[src/rtl/fetch_ctrl.sv]
// -----------------------------------------------------------------------------
// fetch_ctrl
//
// Instruction fetch controller. Issues one word request at a time to the
// instruction memory, captures the response together with the address it was
// fetched from into a small FIFO, and presents the FIFO head to decode through
// a valid/ready handshake. A redirect (branched_i) flushes the FIFO, loads a new
// fetch PC and, if a response is still in flight, arranges for it to be
// discarded when it returns.
//
// Optional feature: define FETCH_DEBUG_PC_EN to add a debug PC write port
// (pc_wr_debug_i / pc_debug_i) that behaves as a redirect ranked below
// branched_i. Without the macro those ports and their logic do not exist.
//
// Ports
//   clk            in   clock, all state updates on its rising edge
//   reset          in   synchronous active-high reset
//   run            in   enables issuing new memory requests
//   imem_req_o     out  memory request
//   imem_addr_o    out  memory word address (fetch PC)
//   imem_gnt_i     in   memory grant for the current request
//   imem_rvalid_i  in   memory response valid (one per grant, in order)
//   imem_rdata_i   in   memory response data
//   branched_i     in   redirect strobe
//   pc_i           in   redirect target
//   pc_wr_debug_i  in   debug PC write strobe      (FETCH_DEBUG_PC_EN only)
//   pc_debug_i     in   debug PC value             (FETCH_DEBUG_PC_EN only)
//   self_valid_o   out  buffer head valid
//   next_ready_i   in   decode ready; pops the head when valid
//   instr_o        out  head instruction (0 when empty)
//   pc_o           out  head instruction address (0 when empty)
//   success_fetch  out  one-cycle pulse for each response written to the buffer
// -----------------------------------------------------------------------------
module fetch_ctrl #(
    parameter logic [31:0] RESET_PC  = 32'h0000_0000,
    parameter int          BUF_DEPTH = 2
) (
    input  logic        clk,
    input  logic        reset,
    input  logic        run,
    output logic        imem_req_o,
    output logic [31:0] imem_addr_o,
    input  logic        imem_gnt_i,
    input  logic        imem_rvalid_i,
    input  logic [31:0] imem_rdata_i,
    input  logic        branched_i,
    input  logic [31:0] pc_i,
`ifdef FETCH_DEBUG_PC_EN
    input  logic        pc_wr_debug_i,
    input  logic [31:0] pc_debug_i,
`endif
    output logic        self_valid_o,
    input  logic        next_ready_i,
    output logic [31:0] instr_o,
    output logic [31:0] pc_o,
    output logic        success_fetch
);

    localparam int PTR_W = (BUF_DEPTH > 1) ? $clog2(BUF_DEPTH) : 1;
    localparam int CNT_W = PTR_W + 1;
    localparam logic [CNT_W-1:0] DEPTH_C = CNT_W'(BUF_DEPTH);

    typedef enum logic [1:0] {
        IDLE = 2'd0,
        REQ  = 2'd1,
        WAIT = 2'd2,
        DROP = 2'd3
    } state_t;

    state_t            state_reg, state_next;
    logic [31:0]       fetch_pc_reg, fetch_pc_next;
    // Address of the request currently in flight; tagged onto its response.
    logic [31:0]       out_addr_reg, out_addr_next;

    logic [31:0]       buf_pc_mem    [BUF_DEPTH];
    logic [31:0]       buf_instr_mem [BUF_DEPTH];
    logic [PTR_W-1:0]  head_reg, tail_reg;
    logic [CNT_W-1:0]  count_reg, count_next;

    logic              redirect;
    logic [31:0]       redirect_pc;
    logic              push;
    logic              pop;
    logic              has_space;

    // ------------------------------------------------------------------
    // Redirect sources: branched_i always wins over the debug write.
    // ------------------------------------------------------------------
`ifdef FETCH_DEBUG_PC_EN
    assign redirect    = branched_i | pc_wr_debug_i;
    assign redirect_pc = branched_i ? pc_i : pc_debug_i;
`else
    assign redirect    = branched_i;
    assign redirect_pc = pc_i;
`endif

    // A response is only kept if it belongs to a live request (WAIT) and no
    // redirect arrives in the same cycle.
    assign push = (state_reg == WAIT) && imem_rvalid_i && !redirect;
    assign pop  = self_valid_o && next_ready_i;

    // Occupancy after this cycle; a flush overrides any push/pop.
    always_comb begin
        count_next = count_reg;
        if (redirect) begin
            count_next = '0;
        end else begin
            count_next = count_reg + CNT_W'(push) - CNT_W'(pop);
        end
    end

    // Space check used when a response lands: based on the updated count,
    // since no other request is outstanding at that point.
    assign has_space = (count_next < DEPTH_C);

    // ------------------------------------------------------------------
    // FSM next state / outputs
    // ------------------------------------------------------------------
    always_comb begin
        state_next    = state_reg;
        fetch_pc_next = fetch_pc_reg;
        out_addr_next = out_addr_reg;
        imem_req_o    = 1'b0;

        unique case (state_reg)
            IDLE: begin
                // In IDLE nothing is outstanding, so the buffer count alone
                // decides whether another word fits.
                if (!redirect && run && (count_reg < DEPTH_C)) begin
                    state_next = REQ;
                end
            end
            REQ: begin
                imem_req_o = 1'b1;
                if (imem_gnt_i) begin
                    out_addr_next = fetch_pc_reg;
                    if (redirect) begin
                        // Granted request is now stale; its data must be eaten.
                        state_next = DROP;
                    end else begin
                        state_next    = WAIT;
                        fetch_pc_next = fetch_pc_reg + 32'd4;
                    end
                end
            end
            WAIT: begin
                if (imem_rvalid_i) begin
                    if (redirect) begin
                        state_next = run ? REQ : IDLE;
                    end else begin
                        state_next = (run && has_space) ? REQ : IDLE;
                    end
                end else if (redirect) begin
                    state_next = DROP;
                end
            end
            DROP: begin
                // Buffer was flushed on entry, so there is always room here.
                if (imem_rvalid_i) begin
                    state_next = run ? REQ : IDLE;
                end
            end
            default: state_next = IDLE;
        endcase

        if (redirect) begin
            fetch_pc_next = redirect_pc;
        end
    end

    assign imem_addr_o   = fetch_pc_reg;
    assign success_fetch = push;

    always_ff @(posedge clk) begin
        if (reset) begin
            state_reg    <= IDLE;
            fetch_pc_reg <= RESET_PC;
            out_addr_reg <= 32'd0;
        end else begin
            state_reg    <= state_next;
            fetch_pc_reg <= fetch_pc_next;
            out_addr_reg <= out_addr_next;
        end
    end

    // ------------------------------------------------------------------
    // Instruction buffer (circular FIFO)
    // ------------------------------------------------------------------
    always_ff @(posedge clk) begin
        if (reset || redirect) begin
            head_reg  <= '0;
            tail_reg  <= '0;
            count_reg <= '0;
        end else begin
            if (push) begin
                tail_reg <= tail_reg + PTR_W'(1);
            end
            if (pop) begin
                head_reg <= head_reg + PTR_W'(1);
            end
            count_reg <= count_next;
        end
    end

    // Storage has no reset; the outputs are gated by the valid flag instead.
    always_ff @(posedge clk) begin
        if (push) begin
            buf_pc_mem[tail_reg]    <= out_addr_reg;
            buf_instr_mem[tail_reg] <= imem_rdata_i;
        end
    end

    assign self_valid_o = (count_reg != '0);
    assign instr_o      = self_valid_o ? buf_instr_mem[head_reg] : 32'd0;
    assign pc_o         = self_valid_o ? buf_pc_mem[head_reg]    : 32'd0;

endmodule
[config.mk]
export PLATFORM = sky130hd
export DESIGN_NAME = fetch_ctrl
export DESIGN_NICKNAME = d
export VERILOG_FILES = /design/src/rtl/fetch_ctrl.sv
export SDC_FILE = /design/constraint.sdc
export NUM_CORES = 1
export LEC_CHECK = 0
export ABC_AREA = 1
export CAP_MARGIN = 25
export CELL_PAD_IN_SITES_DETAIL_PLACEMENT = 0
export CELL_PAD_IN_SITES_GLOBAL_PLACEMENT = 1
export CORE_MARGIN = 4
export CORE_UTILIZATION = 36
export CTS_BUF_LIST = sky130_fd_sc_hd__clkbuf_8
export DETAILED_ROUTE_END_ITERATION = 7
export PLACE_DENSITY = 0.86
export SETUP_SLACK_MARGIN = 0.05
export SLEW_MARGIN = 10
export SYNTH_ARGS = -nofsm -noshare
export SYNTH_HDL_FRONTEND = slang
export SYNTH_SLANG_ARGS = --single-unit
[constraint.sdc]
create_clock -name clk -period 4.84 [get_ports clk]
set_clock_uncertainty 0.15 [all_clocks]
set_input_delay 1.452 -clock clk [delete_from_list [all_inputs] [get_ports clk]]
set_output_delay 1.452 -clock clk [all_outputs]
set_load 0.005 [all_outputs]
### Word-level counts from Yosys, hierarchy flattened

Memories as Yosys holds them, arrays and structs flattened. A register that Yosys moved wholly into a read port is not among the register bits.
Cells that the tools add are included.

| operators by class | value |
|---|---|
| add/sub/neg operators | 5 |
| order comparisons | 2 |
| equality and inequality tests | 7 |
| mux-type cells | 23 |
| reductions and logical operators | 15 |

Operator list:

| kind | count |
|---|---|
| 32-bit two-way mux | 5 |
| 32-bit by 3-bit adder with 32-bit output (second input constant) | 1 |
| 2-bit two-way mux | 6 |
| 1-bit two-way mux | 11 |
| 2-bit one-hot mux with 4 select lines | 1 |
| 1-bit logical AND | 6 |
| 2-bit inequality test (second input constant) | 3 |
| 2-bit nonzero test | 3 |
| 2-bit equality test (second input constant) | 2 |
| 2-bit < comparator (second input constant) | 2 |
| 2-bit AND reduction | 2 |
| 4-bit AND reduction | 1 |
| 3-bit inequality test (second input constant) | 1 |
| 1-bit adder (second input constant) | 2 |
| 2-bit by 1-bit adder with 2-bit output | 1 |
| 2-bit by 1-bit equality test with 1-bit output (second input constant) | 1 |
| 2-bit logical NOT | 1 |
| 2-bit by 1-bit subtractor with 2-bit output | 1 |
| 1-bit logical NOT | 1 |
| 1-bit logical OR | 1 |

| word-level totals | value |
|---|---|
| flip-flop bits (word level) | 70 |
| memory bits (writable) | 128 |
| input port bits | 71 |
| output and inout port bits | 99 |
| logic and storage cells | 60 |
| memories kept | 2 |

Memory list:

| name | words | bits a word | rd ports | clocked after Yosys merged registers in | wr ports | line | RTL |
|---|---|---|---|---|---|---|---|
| buf_instr_mem | 2 | 32 | 1 | 1 | 1 | 76 | `logic [31:0] buf_instr_mem [BUF_DEPTH];` |
| buf_pc_mem | 2 | 32 | 1 | 1 | 1 | 75 | `logic [31:0] buf_pc_mem [BUF_DEPTH];` |

### Logic depth before layout (Yosys ltp)

Gate-level depths: netlist of the first run.

| depth | value |
|---|---|
| depth in word-level cells | 12 |
| depth in mapped cells | 14 |
| mapped depth without buffers | 14 |

### Worst setup path before layout of the first run

No wires, ideal clock.

| timing | value |
|---|---|
| path type | input to register |
| start | input port branched_i |
| end | memory buf_instr_mem[1][0], enable pin |
| library setup time | 0.488 ns |
| data arrival time | 4.411 ns |
| setup slack | -0.209 ns |
| stages on the path | 3 |
| buffers on the path | 0 |
| cell sequence | clkinv_1 nand3_1 nor2_1 |

| between the ends | value |
|---|---|
| cells in the longest elaborated chain, start to end | 4 |

RTL lines:

| what | line | RTL |
|---|---|---|
| from (decl) | 46 | `input logic branched_i,` |
| 1-bit logical NOT | 99 | `assign push = (state_reg == WAIT) && imem_rvalid_i && !redirect;` |
| 1-bit logical AND | 99 |  |
| 1-bit two-way mux | 207 | `if (push) begin` |
| 1-bit two-way mux (not written as such) | 209 | `buf_instr_mem[tail_reg] <= imem_rdata_i;` |
| to (decl) | 76 |  |

No other way between the ends.

### Final worst setup path of the first run

| timing | value |
|---|---|
| start | input port branched_i |
| end | output port success_fetch |

| between the ends | value |
|---|---|
| cells in the longest elaborated chain, start to end | 2 |

RTL lines:

| what | line | RTL |
|---|---|---|
| 1-bit logical NOT | 99 |  |
| 1-bit logical AND | 99 |  |
| to (decl) | 56 | `output logic success_fetch` |

No other way between the ends.

==> metrics.md, run 1 <==
| Metric | Value |
|---|---|
| Fillers | 2187 |
| Worst r2r src | state_reg[1] |
| Die area | roughly 26000 sq um |
| Clk root buf | clkbuf_8 |
| DRT Pass-1 Iters | 6 |
| Routed wire length per instance | 15.38 um |
| Clk_lat worst skew | 0.46 ns |
| CP Launch Type | input pin |
| Setup crit end | success_fetch |
| Post-Synthesis Cells | approximately 900 |
| Setup slack, reg-to-reg | between 2 and 2.5 ns |
| Post-CTS setup buffers | 0 |
| Layout cell share with drive strength beyond 1 | 6.518% |
| Antenna Nets Post-Route | 0 |
| I/O Pins | between 150 and 200 |
| Slew Viols, Final | 0 |
| Rel. slew slack | 42.92% |
| Largest net degree at the start of global routing | 65 |
| CTS Buffer Depth | 2 |
| Sequential cell area | between 5000 and 6000 sq um |
| Final nets | between 1000 and 1500 |
| Worst path max stage delay | about 0.51 ns |
| CTS tree | yes |
| Leakage | just under 4 nW |
| Clock buffer count from CTS | 17 |
| Register area share after synthesis | a little over three fifths |
| Avg Vias per Cell | roughly 4.7 |
| Crit path buffers/inverters | 4 |
| Synth warnings | 0 |
| # rows | 55 |
| Worst setup path startpoint | branched_i |
| Worst hold path class | reg -> reg |
| Avg Inst Size Synth | between 9 and 10 sq um |
| Die width | between 150 and 200 um |
| CP Depth | 5 |
| Netlist cell types | 28 |
| Final core occ | between 40% and 50% |
| R2r endpoint | buf_instr_mem[1][18] |
| Layout area overhead | 28.83% |
| Critical path class | in -> out |
| # resized after CTS | 0 |
| Worst reg-to-reg path cell count | 5 |
| H-tree depth | 4 |
| Critical path arrival | around 2.8 ns |
| CTS sink cnt | approximately 200 |
| Cell Area, Synth | roughly 8400 sq um |
| Worst-margin pin slew | approximately 0.86 ns |
| Post-Route Setup TNS | 0 ns |
| Vias in the first global route | 6008 |
| GR Overflow Total | 0 |
| Final Hold Vio Count | 0 |
| Number of flops mapped to enable cells by yosys | 128 |
| Tmin final | between 4 and 5 ns |
| Max-cap check violation count | 0 |
| Post-synth ARST share | 0% |
| DRT iter0 DRCs | 573 |
| Worst hold margin | between 0.3 and 0.4 ns |
| Initial antenna violation count | 0 |
| Port bufs | ~170 |
| Critical-path top delay cell | clkdlybuf4s50_1 |
| Critical path endpoint category | output port |
| F_max | 226.3 MHz |
| Pwr/cell area | roughly 330 nW/um^2 |
| RSZ-0062 raised after global routing | false |
| Clock transition at path regs | 0.10 ns |
| CP cell instances | clkdlybuf4s50_1 > clkinv_1 > nand3_1 > inv_1 > clkdlybuf4s50_1 |
| VDD IR-drop max | 169.1 uV |
| Hold-fix buffers, CTS | 0 |
| CP required | around 3.2 ns |
| Overall Global Routing Usage | ~16% |
| Biggest regs | buf_instr_mem (64), buf_pc_mem (64) |
| Worst Path Max Fanout | 3 |
| CP delay by family, top | buffers and inverters |
| DR vias | 6502 |
| Final setup viols | 0 |
| Synth Register Bits | 199 |
| Starting density of the core | approximately 37% |
| Detailed placer's ending HPWL | 14.97 mm |
| Worst Min Path Start | head_reg |
| Tcrit/Tclk final | roughly nine tenths |
| Footprint of the multi-input gates | 2725 sq um |
| Core Region | ~23000 sq um |
| Die Span Y | roughly 160 um |
| Routed WL | between 20 and 25 mm |
| Post-synth top flop | edfxtp_1 |
| # diodes | 0 |
| Routability cong. | ~0.89 |
| Crit-path most repeated cell | clkdlybuf4s50_1 |
| DRC Markers | 0 |
| Status | finished, final reports clean |
| Synth Net Count | around 980 |
| First-pass GRT wire length | ~33 mm |
-- layout by cell type (no fill, tap or decap), types with 4 or more instances in the layout --
master             n
nand2_2            4
inv_1             61
nor2_4             9
nand3_1           33
clkdlybuf4s50_1  169
o21ai_0           59
inv_6              4
xor2_1             9
dfxtp_1           70
a31oi_1            8
nor2_2             4
clkbuf_8          18
a21oi_1          107
edfxtp_1         128
inv_2              4
nor2_1            81
buf_4             12
nand2_1          265
-- routing by layer --
layer  global-route usage (%)  share of wire, %
met1                    23.33                49
met2                    24.17                43
met3                    3.002               6.4
met4                    5.235               1.8
met5                        0                 0
-- worst min-delay path by stage --
| stage | endpoint | slack, ns | depth (start not counted) |
|---|---|---|---|
| after floorplan | buf_pc_mem[0][0] | 0.27 | 0 |
| after global routing | buf_pc_mem[0][5] | 0.32 | 0 |
| after CTS | head_reg | 0.31 | 1 |
| final | head_reg | 0.31 | 1 |
| after global placement | buf_pc_mem[1][1] | 0.28 | 0 |
| after detailed placement | buf_pc_mem[0][16] | 0.29 | 0 |
-- cell families after synthesis --
| family | share of synthesized area (%) |
|---|---|
| compound gates | 10.67 |
| flops | 62.69 |
| xor+xnor | 1.252 |
| buf+inv | 5.125 |
| simple gates | 19.81 |
| fa+ha+maj | 0.4470 |
-- layout make-up --
type                    instances  area share (%)
clock buffers                  18           2.290
multi-input cells             596           25.19
inverters                      65           2.255
well taps                     313           3.620
repair buffers                182           16.72
clock inverters                14           1.249
flip-flops and latches        199           48.68
-- where the power goes --
part | switching, mW | total (mW) | internal [mW] | leakage, nW
logic | 0.259 | 0.472 | 0.213 | 1.96
registers | 0.101 | 2.06 | 1.96 | 1.75
clock network | 0.588 | 1.02 | 0.434 | 0.196
-- cells in the mapped netlist (6+ instances only) --
cell | number | area share [%]
xor2_1 | 9 | 0.94
nand3_1 | 33 | 2.0
o21ai_0 | 59 | 3.5
nor2_4 | 6 | 0.80
nor2_1 | 84 | 3.8
a31oi_1 | 8 | 0.60
edfxtp_1 | 128 | 46
nand2_1 | 265 | 12
dfxtp_1 | 71 | 17
clkbuf_1 | 28 | 1.3
a21oi_1 | 107 | 6.4
inv_1 | 60 | 2.7
-- through the flow --
stage | cell area [sq um] | setup WS, ns | power (mW) | std cells
floorplan | 8403 | 0.8478 | 2.334 | 901
detailed placement | 10410 | 0.4133 | 2.573 | 1354
finish | 10820 | 0.4213 | 3.559 | 1387
global placement | 10410 | 0.4301 | 2.558 | 1354
global route | 10820 | 0.3541 | 3.734 | 1387
CTS | 10790 | 0.4081 | 3.601 | 1386
(Power assumes the default switching activity.)
==> run 2: changes to the inputs <==
--- a/config.mk
+++ b/config.mk
@@ -19,3 +19,4 @@
 export SYNTH_ARGS = -nofsm -noshare
 export SYNTH_HDL_FRONTEND = slang
 export SYNTH_SLANG_ARGS = --single-unit
+export TNS_END_PERCENT = 10
==> run 2 against run 1 <==
Effect of this change: routed wire length decreased by 0.68%; die area did not move; power increased by 3.7%; clock power rose by 13%; register-to-register slack lost 0.14 ns; non-clock buffer count down 1; worst setup slack better by 0.0076 ns; utilization increased by 0.12 points; sequential power about the same.
==> metrics.md, run 2 (synthesized netlist as in run 1, its figures left out) <==
| Metric | Value |
|---|---|
| Critical path endpoint category | output port |
| Switching Share | around a quarter |
| Antenna Nets Post-Route | 0 |
| CTS tree | yes |
| Internal Power | between 2 and 3 mW |
| Routability cong. | around 0.86 |
| Routed WL | ~21 mm |
| Flop pwr share | 56.0% |
| F_max | 226.7 MHz |
| Tcrit/Tclk final | between 90 and 100% |
| Biggest regs | buf_instr_mem (64), buf_pc_mem (64) |
| Sw power | 0.9756 mW |
| Routed wire length per instance | between 15 and 20 um |
| CTS sink cnt | between 150 and 200 |
| CP Launch Type | input pin |
| Post-Route Setup TNS | 0 ns |
| Overall Global Routing Usage | between 10% and 20% |
| Die width | between 150 and 200 um |
| Post-CTS setup buffers | 0 |
| Clk_lat worst skew | 0.47 ns |
| Largest net degree at the start of global routing | 66 |
| Die Span Y | 160.7 um |
| Layout area overhead | 29.16% |
| Commonest cells after routing, fill and taps aside | nand2_1 (265), clkdlybuf4s50_1 (169), edfxtp_1 (128) |
| # rows | 55 |
| # diodes | 0 |
| Port bufs | between 150 and 200 |
| DRC Markers | 0 |
| Status | finished, final reports clean |
| Detailed placer's ending HPWL | approximately 15 mm |
| I/O Pins | 170 |
| # resized after CTS | 0 |
| Post-route insts no fill | 1386 |
| Final core occ | between 40 and 50% |
| Tmin final | ~4.4 ns |
| Clk root buf | clkbuf_8 |
| DRT Pass-1 Iters | 5 |
| Core Region | 22780 sq um |
| Clock transition at path regs | approximately 0.11 ns |
| Fillers | around 2200 |
| First-pass GRT wire length | 33.69 mm |
| Total power | roughly 3.7 mW |
| H-tree depth | 4 |
| Clock buffer count from CTS | 17 |
| Max-cap check violation count | 0 |
| CTS Buffer Depth | 2 |
| Avg Vias per Cell | around 4.7 |
| Clock power frac | a little under a third |
| GR Overflow Total | 0 |
| Slew Viols, Final | 0 |
| Pwr/cell area | about 340 nW/um^2 |
| Final setup viols | 0 |
| Worst Path Max Fanout | 3 |
| Critical path class | in -> out |
| CP required | about 3.2 ns |
| Critical path arrival | ~2.8 ns |
| Worst-margin pin slew | 0.8444 ns |
| Starting density of the core | ~37% |
| Combinational power share | between 10% and 20% |
| DRT iter0 DRCs | 419 |
| Final nets | approximately 1100 |
| Most common cell after layout, fill and taps aside | nand2_1 |
| RSZ-0062 raised after global routing | false |
| Die area | 25840 sq um |
| Initial antenna violation count | 0 |
| Leakage | a little under 4 nW |
| Hold-fix buffers, CTS | 0 |
| Final Hold Vio Count | 0 |
| Rel. slew slack | between 40% and 50% |
| Worst hold path class | reg -> reg |
| Layout cell share with drive strength beyond 1 | about 6.5% |
| Placed insts | roughly 1400 |
| DR vias | about 6500 |
| VDD IR-drop max | around 210 uV |
| Vias in the first global route | about 6200 |
==> run 2: cell types whose count changed in the layout (fill, tap and decap cells not counted) <==
cell        before  now
clkbuf_8        18   17
inv_1           61   60
inv_8            2    5
buf_16           1    0
bufinv_16        1    3
inv_4            1    0
clkinvlp_4       2    0
==> run 2: per-stage QoR <==
| stage | instance area, sq um | setup WS (ns) | hold slack, ns |
|---|---|---|---|
| final | 10850 | 0.4289 | 0.3065 |
| after global routing | 10850 | 0.3375 | 0.3318 |
| after CTS | 10850 | 0.4258 | 0.3028 |
| after detailed placement | 10410 | 0.4280 | 0.2870 |
| after global placement | 10410 | 0.4351 | 0.2780 |
| after floorplan | 8401 | -0.1968 | 0.2703 |
==> run 2: cell type report <==
| type | count | area (sq um) | area share, % |
|---|---|---|---|
| well taps | 313 | 391.6 | 3.611 |
| clock inverters | 15 | 203.9 | 1.880 |
| repair buffers | 181 | 1782 | 16.43 |
| clock buffers | 17 | 234.0 | 2.157 |
| flip-flops and latches | 199 | 5266 | 48.55 |
| multi-input cells | 596 | 2725 | 25.12 |
| inverters | 65 | 244.0 | 2.249 |
==> run 2: worst max-delay path, stage by stage <==
cell and delay (ns):
clkdlybuf4s50_1 0.49, nand3_1 0.20, inv_1 0.16, clkdlybuf4s50_1 0.51
==> run 2: path summary, 6_finish.rpt <==
| path | start | end | cells past startpoint | slack (ns) |
|---|---|---|---|---|
| worst max register to register | count_reg[1] | state_reg[0] | 15 | 2.27 |
| worst min register to register | head_reg | register | 1 | 0.31 |
| worst max-delay path | imem_rvalid_i | success_fetch | 4 | 0.43 |
| worst min-delay path | head_reg | register | 1 | 0.31 |
==> run 2: power groups by stage <==
stage / clock network, mW / logic [mW] / registers (mW)
2_1_floorplan: 0 / 0.265 / 2.07
3_3_place_gp: 0 / 0.465 / 2.09
3_5_place_dp: 0 / 0.472 / 2.10
4_1_cts: 1.19 / 0.476 / 2.06
5_1_grt: 1.26 / 0.530 / 2.08
6_report: 1.15 / 0.471 / 2.07
==> run 2: metal layers <==
metal  vias to the layer above  track usage, %  part of all wire (%)
li1                       3323               -                     -
met1                      2950           23.48                    48
met2                       209           25.35                    45
met3                        19           4.080                   6.1
met4                         0           3.528                   1.1
met5                         -               0                     0
==> run 3: changes to the inputs <==
--- a/config.mk
+++ b/config.mk
@@ -9,10 +9,10 @@
 export CAP_MARGIN = 25
 export CELL_PAD_IN_SITES_DETAIL_PLACEMENT = 0
 export CELL_PAD_IN_SITES_GLOBAL_PLACEMENT = 1
-export CORE_MARGIN = 4
 export CORE_UTILIZATION = 36
 export CTS_BUF_LIST = sky130_fd_sc_hd__clkbuf_8
 export DETAILED_ROUTE_END_ITERATION = 7
+export GPL_TIMING_DRIVEN = 0
 export PLACE_DENSITY = 0.86
 export SETUP_SLACK_MARGIN = 0.05
 export SLEW_MARGIN = 10
==> run 3 against run 2 <==
Effect of this change: fmax shrank 4.1%; first-iteration DRC count is 15% higher; count of clock-buffer cells in the layout increased by 1; hold slack better by 0.0010 ns; die area down 7.3%; non-clock buffer count rose by 32; via count is 2.5% higher; global-route usage is 2.1 points higher; sequential cell count unchanged; routed wire length is 1.8% higher; power is 0.87% lower.
==> metrics.md, run 3 (synthesized netlist as in run 1, its figures left out) <==
| Metric | Value |
|---|---|
| Sequential cell area | about 5300 sq um |
| Max-cap check violation count | 0 |
| RSZ-0062 raised after global routing | false |
| Worst reg-to-reg path cell count | 5 |
| Overall Global Routing Usage | a little under a fifth |
| F_max | 217.5 MHz |
| Worst-margin pin slew | 0.7358 ns |
| Avg Vias per Cell | around 4.7 |
| Biggest regs | buf_instr_mem (64), buf_pc_mem (64) |
| First-pass GRT wire length | approximately 34 mm |
| Core Region | ~23000 sq um |
| Internal Power | 2.712 mW |
| Die Span Y | around 150 um |
| Post-route insts no fill | between 1000 and 1500 |
| Largest net degree at the start of global routing | 31 |
| CP Launch Type | input pin |
| Clock power frac | 29.8% |
| Status | finished, final reports clean |
| Die width | 154.7 um |
| Die area | 23940 sq um |
| R2r endpoint | buf_instr_mem[1][30] |
| Detailed placer's ending HPWL | ~16 mm |
| Worst Path Max Fanout | 9 |
| Initial antenna violation count | 0 |
| # diodes | 0 |
| Clock buffer count from CTS | 17 |
| DRT Pass-1 Iters | 7 |
| Setup slack, reg-to-reg | around 2.6 ns |
| Pwr/cell area | 332.6 nW/um^2 |
| Starting density of the core | 36.87% |
| Switching Share | between 20% and 30% |
| Footprint of the multi-input gates | 2723 sq um |
| Crit path buffers/inverters | 4 |
| Port bufs | between 150 and 200 |
| Clock transition at path regs | around 0.1 ns |
| GR Overflow Total | 0 |
| Routed wire length per instance | 15.22 um |
| Final nets | approximately 1200 |
| I/O Pins | 170 |
| Crit-path most repeated cell | clkdlybuf4s50_1 |
| Critical path class | in -> out |
| CTS sink cnt | 199 |
| Worst hold margin | around 0.31 ns |
| Layout area overhead | 30.90% |
| Final setup viols | 0 |
| Setup crit end | success_fetch |
| DRC Markers | 0 |
| Rel. slew slack | 50.95% |
| CP Depth | 5 |
| VDD IR-drop max | 189.0 uV |
| Sw power | between 0.9 and 1 mW |
| Post-CTS setup buffers | 0 |
| Antenna Nets Post-Route | 0 |
| Slew Viols, Final | 0 |
| Layout cell share with drive strength beyond 1 | 6.159% |
| Critical path arrival | ~3.0 ns |
| Vias in the first global route | ~6300 |
| Critical path endpoint category | output port |
| CP cell instances | clkdlybuf4s50_1 > clkinv_1 > nand3_2 > inv_1 > clkdlybuf4s50_1 |
| Worst path max stage delay | 0.51 ns |
| CTS tree | yes |
| Routed WL | roughly 22 mm |
| Routability cong. | approximately 0.92 |
| Commonest cells after routing, fill and taps aside | nand2_1 (265), clkdlybuf4s50_1 (168), edfxtp_1 (128) |
| # rows | between 50 and 60 |
| CTS Buffer Depth | 2 |
| Final Hold Vio Count | 0 |
| Tmin final | 4.597 ns |
| Clk root buf | clkbuf_8 |
| Placed insts | approximately 1400 |
| DRT iter0 DRCs | 480 |
| DR vias | ~6700 |
| Worst hold path class | reg -> reg |
| Combinational power share | 13.7% |
| H-tree depth | 4 |
| Worst r2r src | state_reg[1] |
| Clk_lat worst skew | approximately 0.46 ns |
| Worst setup path startpoint | branched_i |
| Leakage | approximately 4.0 nW |
| Most common cell after layout, fill and taps aside | nand2_1 |
| CP required | 3.24 ns |
| Fillers | 2112 |
| Critical-path top delay cell | clkdlybuf4s50_1 |
| Tcrit/Tclk final | around 95% |
| Flop pwr share | a little under three fifths |
| CP delay by family, top | buffers and inverters |
==> run 3: changes by cell type in the layout (fill, tap and decap cells not counted), moves of 3 or more <==
| cell | previous run | this run |
|---|---|---|
| buf_2 | 0 | 5 |
| clkinvlp_4 | 0 | 3 |
| buf_4 | 12 | 5 |
| inv_8 | 5 | 0 |
| clkbuf_1 | 0 | 28 |
| inv_1 | 60 | 63 |
==> run 3: per-stage QoR <==
stage,utilization [%],instance area (sq um),setup TNS (ns),setup slack (ns),total power [mW]
2_1_floorplan,-,8401,-12.60,-0.1968,2.335
3_3_place_gp,45.98,10470,-168.21,-2.110,2.585
3_5_place_dp,46.45,10580,0,0.1155,2.602
4_1_cts,48.24,10990,0,0.1171,3.673
5_1_grt,48.26,10990,0,0.1323,3.810
6_report,48.26,10990,0,0.2426,3.657
==> run 3: cell type report <==
class / instances / share of cell area [%]
sequential: 199 / 47.89
multi-input combinational: 596 / 24.77
timing repair buffer: 172 / 16.16
tap: 313 / 3.563
clock buffer: 18 / 2.254
inverter: 65 / 2.219
buffer: 41 / 1.696
clock inverter: 13 / 1.445
==> run 3: worst min path at each step <==
stage                     startpoint                 to  slack [ns]  cells after the start
floorplan            out_addr_reg[0]   buf_pc_mem[0][0]        0.27                      0
global placement     out_addr_reg[9]   buf_pc_mem[0][9]        0.28                      0
detailed placement  out_addr_reg[11]  buf_pc_mem[1][11]        0.29                      0
CTS                 out_addr_reg[11]  buf_pc_mem[1][11]        0.31                      0
global route        out_addr_reg[22]  buf_pc_mem[1][22]        0.32                      0
finish              out_addr_reg[22]  buf_pc_mem[0][22]        0.31                      0
==> run 3: per-layer routing <==
| layer | GRT usage (%) | vias up | wire [um] |
|---|---|---|---|
| met4 | 5.941 | 0 | 316 |
| met5 | 0 | - | 0 |
| met3 | 3.586 | 20 | 1445 |
| met1 | 25.19 | 3007 | 9964 |
| li1 | - | 3387 | - |
| met2 | 29.76 | 249 | 9845 |
==> run 3: what timing repair did <==
item,CTS,global route
hold endpoints to repair,0,0
gates resized for setup,0,1
setup endpoints to repair,0,1
hold buffers,0,0
==> run 3: worst reg2reg max path, stage by stage, from the launching register on <==
cell and delay (ns):
dfxtp_1 0.45, inv_1 0.13, nor2_1 0.19, nand3_2 0.18, nor2_4 0.52, buf_12 0.29
==> run 3: power by group through the flow <==
stage | combinational (mW) | sequential (mW) | clock (mW)
CTS | 0.504 | 2.06 | 1.11
global placement | 0.485 | 2.10 | 0
finish | 0.502 | 2.06 | 1.09
detailed placement | 0.501 | 2.10 | 0
global route | 0.564 | 2.08 | 1.17
floorplan | 0.265 | 2.07 | 0
==> variant (flow settings as in run 1) <==
Take the reset off `out_addr_reg` and load it in a clocked block of its own.
--- a/src/rtl/fetch_ctrl.sv
+++ b/src/rtl/fetch_ctrl.sv
@@ -177,3 +177,2 @@
             fetch_pc_reg <= RESET_PC;
-            out_addr_reg <= 32'd0;
         end else begin
@@ -181,4 +180,7 @@
             fetch_pc_reg <= fetch_pc_next;
-            out_addr_reg <= out_addr_next;
-        end
+        end
+    end
+
+    always_ff @(posedge clk) begin
+        out_addr_reg <= out_addr_next;
     end
Formal check against the unedited RTL: no difference found for any inputs over 4 cycles, from zero or initial values and one cycle with reset high; that may be too few to reach the edited logic, so the function may still have changed.
==> variant against run 1 <==
  * Area after synthesis fell by 1.7%
  * Wire length fell by 5.9%
  * Total power fell by 0.65%
  * Worst setup slack improved by 0.0044 ns
  * Maximum frequency rose by 0.10%
  * Die area fell by 1.6%
  * Sequential cell count did not move
  * Via count fell by 5.6%
  * Final area fell by 0.96%
  * Critical path type unchanged
==> variant: results (changes against run 1) <==
INFO  placed_design  detailedPlacementHpwl=14000um [was 15000 um]
INFO  worst_setup_path worst_ep_arrival_time=2.81ns [was 2.82 ns]
INFO  timing         timing.slew.headroom=38.5% [was 42.9%]
INFO  placed_design  place.gp.congestion=0.854 [was 0.893]
INFO  global_route   globalRouteMet1Util=20.9% [was 23.3%]
INFO  global_route   grt_util_met3=3.88% [was 3.00%]
INFO  finish         layout-drive-gt1-share=6.84% [was 6.52%]
INFO  global_route   global_route_usage_over_all_layers=15.7% [was 16.0%]
INFO  route          initialDrtViolationCount=429 [was 573]
INFO  synthesis      ys_top_cells_by_count=nand2_1 (238), edfxtp_1 (160), a21oi_1 (86) [was nand2_1 (265), edfxtp_1 (128), a21oi_1 (107)]
INFO  synthesis      post_synth_main_area_contributors=edfxtp_1 (58%), nand2_1 (11%), dfxtp_1 (9.5%) [was edfxtp_1 (46%), dfxtp_1 (17%), nand2_1 (12%)]
INFO  finish         fill_cells=2131 [was 2187]
INFO  finish         num-nets-final=1041 [was 1135]
INFO  power_and_ir_drop vdd_drop_max=146uV [was 169 uV]
INFO  min_path       worst_hold_path.endpoint=buf_pc_mem[1][24] [was head_reg]
INFO  worst_setup_path rrSetupSlack=2.17ns [was 2.41 ns]
INFO  global_route   grt.met2_usage=25.3% [was 24.2%]
INFO  synthesis      syn_nets=869 [was 975]
INFO  route          drtPass1Iterations=5 [was 6]
INFO  min_path       timing.hold.worst_path_depth=0 [was 1]
INFO  route          drt_wl_total=20100um [was 21300 um]
INFO  status         run_status=finished, final reports clean [unchanged]
INFO  synthesis      post_synth_xor_area_fraction=0.849% [was 1.25%]
INFO  worst_setup_path r2r_end=state_reg[0] [was buf_instr_mem[1][18]]
INFO  global_route   first_global_vias=5942 [was 6008]
INFO  synthesis      synth_compound_gate_area_share=8.19% [was 10.7%]
INFO  worst_setup_path crit_path_max_incr_delay=0.55ns [was 0.51 ns]
INFO  synthesis      synth_cell_type_count=34 [was 28]
INFO  worst_setup_path rr_worst_depth=14 [was 5]
INFO  route          route.detailed.vias_per_inst=4.85 [was 4.69]
INFO  power_and_ir_drop internal-power=2.64mW [was 2.61 mW]
INFO  synthesis      synth-edff-count=160 [was 128]
INFO  worst_setup_path crit-reg2reg-launch=count_reg[1] [was state_reg[1]]
INFO  power_and_ir_drop cellLeakagePower=3.75nW [was 3.90 nW]
INFO  placed_design  detailed_place.area=10300um2 [was 10400 um2]
INFO  synthesis      seq_area_frac_synth=67.7% [was 62.7%]
INFO  global_route   wire_length_of_the_first_global_routing_pass=31700um [was 32700 um]
INFO  synthesis      yosys.area_share.adder=0.455% [was 0.447%]
variant: cell count changes in the layout (fill, tap and decap cells not counted), moves of 3 or more:
cell / run 1 / this run
nand2_2: 4 / 1
xor2_1: 9 / 6
o21ai_0: 59 / 24
nand3_1: 33 / 40
inv_1: 61 / 56
nor3_1: 1 / 5
edfxtp_1: 128 / 160
a21oi_1: 107 / 86
dfxtp_1: 70 / 38
inv_6: 4 / 0
nor2_1: 81 / 56
nand4_1: 2 / 7
o21ai_1: 0 / 4
nand2_1: 265 / 238
variant: cells by family (layout without fill, tap and decap cells):
kind of cell | after synthesis | in the layout
compound gates | 129 | 129
flops | 199 | 199
xor+xnor | 8 | 8
buf+inv | 88 | 273
fa+ha+maj | 3 | 3
simple gates | 368 | 368
variant: worst max-delay path, delay by kind of cell:
kind	cells	cell delay [ns]
buffers and inverters	3	1.11
AND/OR/NAND/NOR	1	0.25
variant: routing by layer:
metal  routed length, um  vias to the layer above
met3                1330                       24
met5                   0                        -
met1                8990                     2875
li1                    -                     3034
met4                 372                        0
met2                9390                      208
variant: how the worst max path moves through the flow:
| stage | to | slack [ns] | depth (start not counted) | from |
|---|---|---|---|---|
| 6_report | success_fetch | 0.43 | 4 | imem_rvalid_i |
| 5_1_grt | success_fetch | 0.37 | 4 | imem_rvalid_i |
| 4_1_cts | success_fetch | 0.42 | 4 | imem_rvalid_i |
| 3_5_place_dp | success_fetch | 0.43 | 4 | imem_rvalid_i |
| 3_3_place_gp | success_fetch | 0.44 | 4 | imem_rvalid_i |
| 2_1_floorplan | buf_instr_mem[1][0] | 0.57 | 4 | imem_rvalid_i |
variant: area by class of cell:
cell class                 instances  area [um2]  area share (%)
clock buffer                      19         262            2.44
multi-input combinational        508        2350            21.9
tap                              285         357            3.33
sequential                       199        5590            52.1
inverter                          58         218            2.03
timing repair buffer             183        1820            17.0
clock inverter                    13         125            1.17
variant: through the flow:
stage	instances	hold slack, ns
after floorplan	795	0.271
after detailed placement	1233	0.280
after CTS	1265	0.303
after global placement	1233	0.273
after global routing	1265	0.312
final	1265	0.300
variant: power by group through the flow:
stage / combinational (mW) / clock (mW) / sequential (mW)
finish: 0.441 / 1.01 / 2.08
global route: 0.492 / 1.13 / 2.09
CTS: 0.448 / 1.05 / 2.08
detailed placement: 0.446 / 0 / 2.12
global placement: 0.439 / 0 / 2.11
floorplan: 0.216 / 0 / 2.09
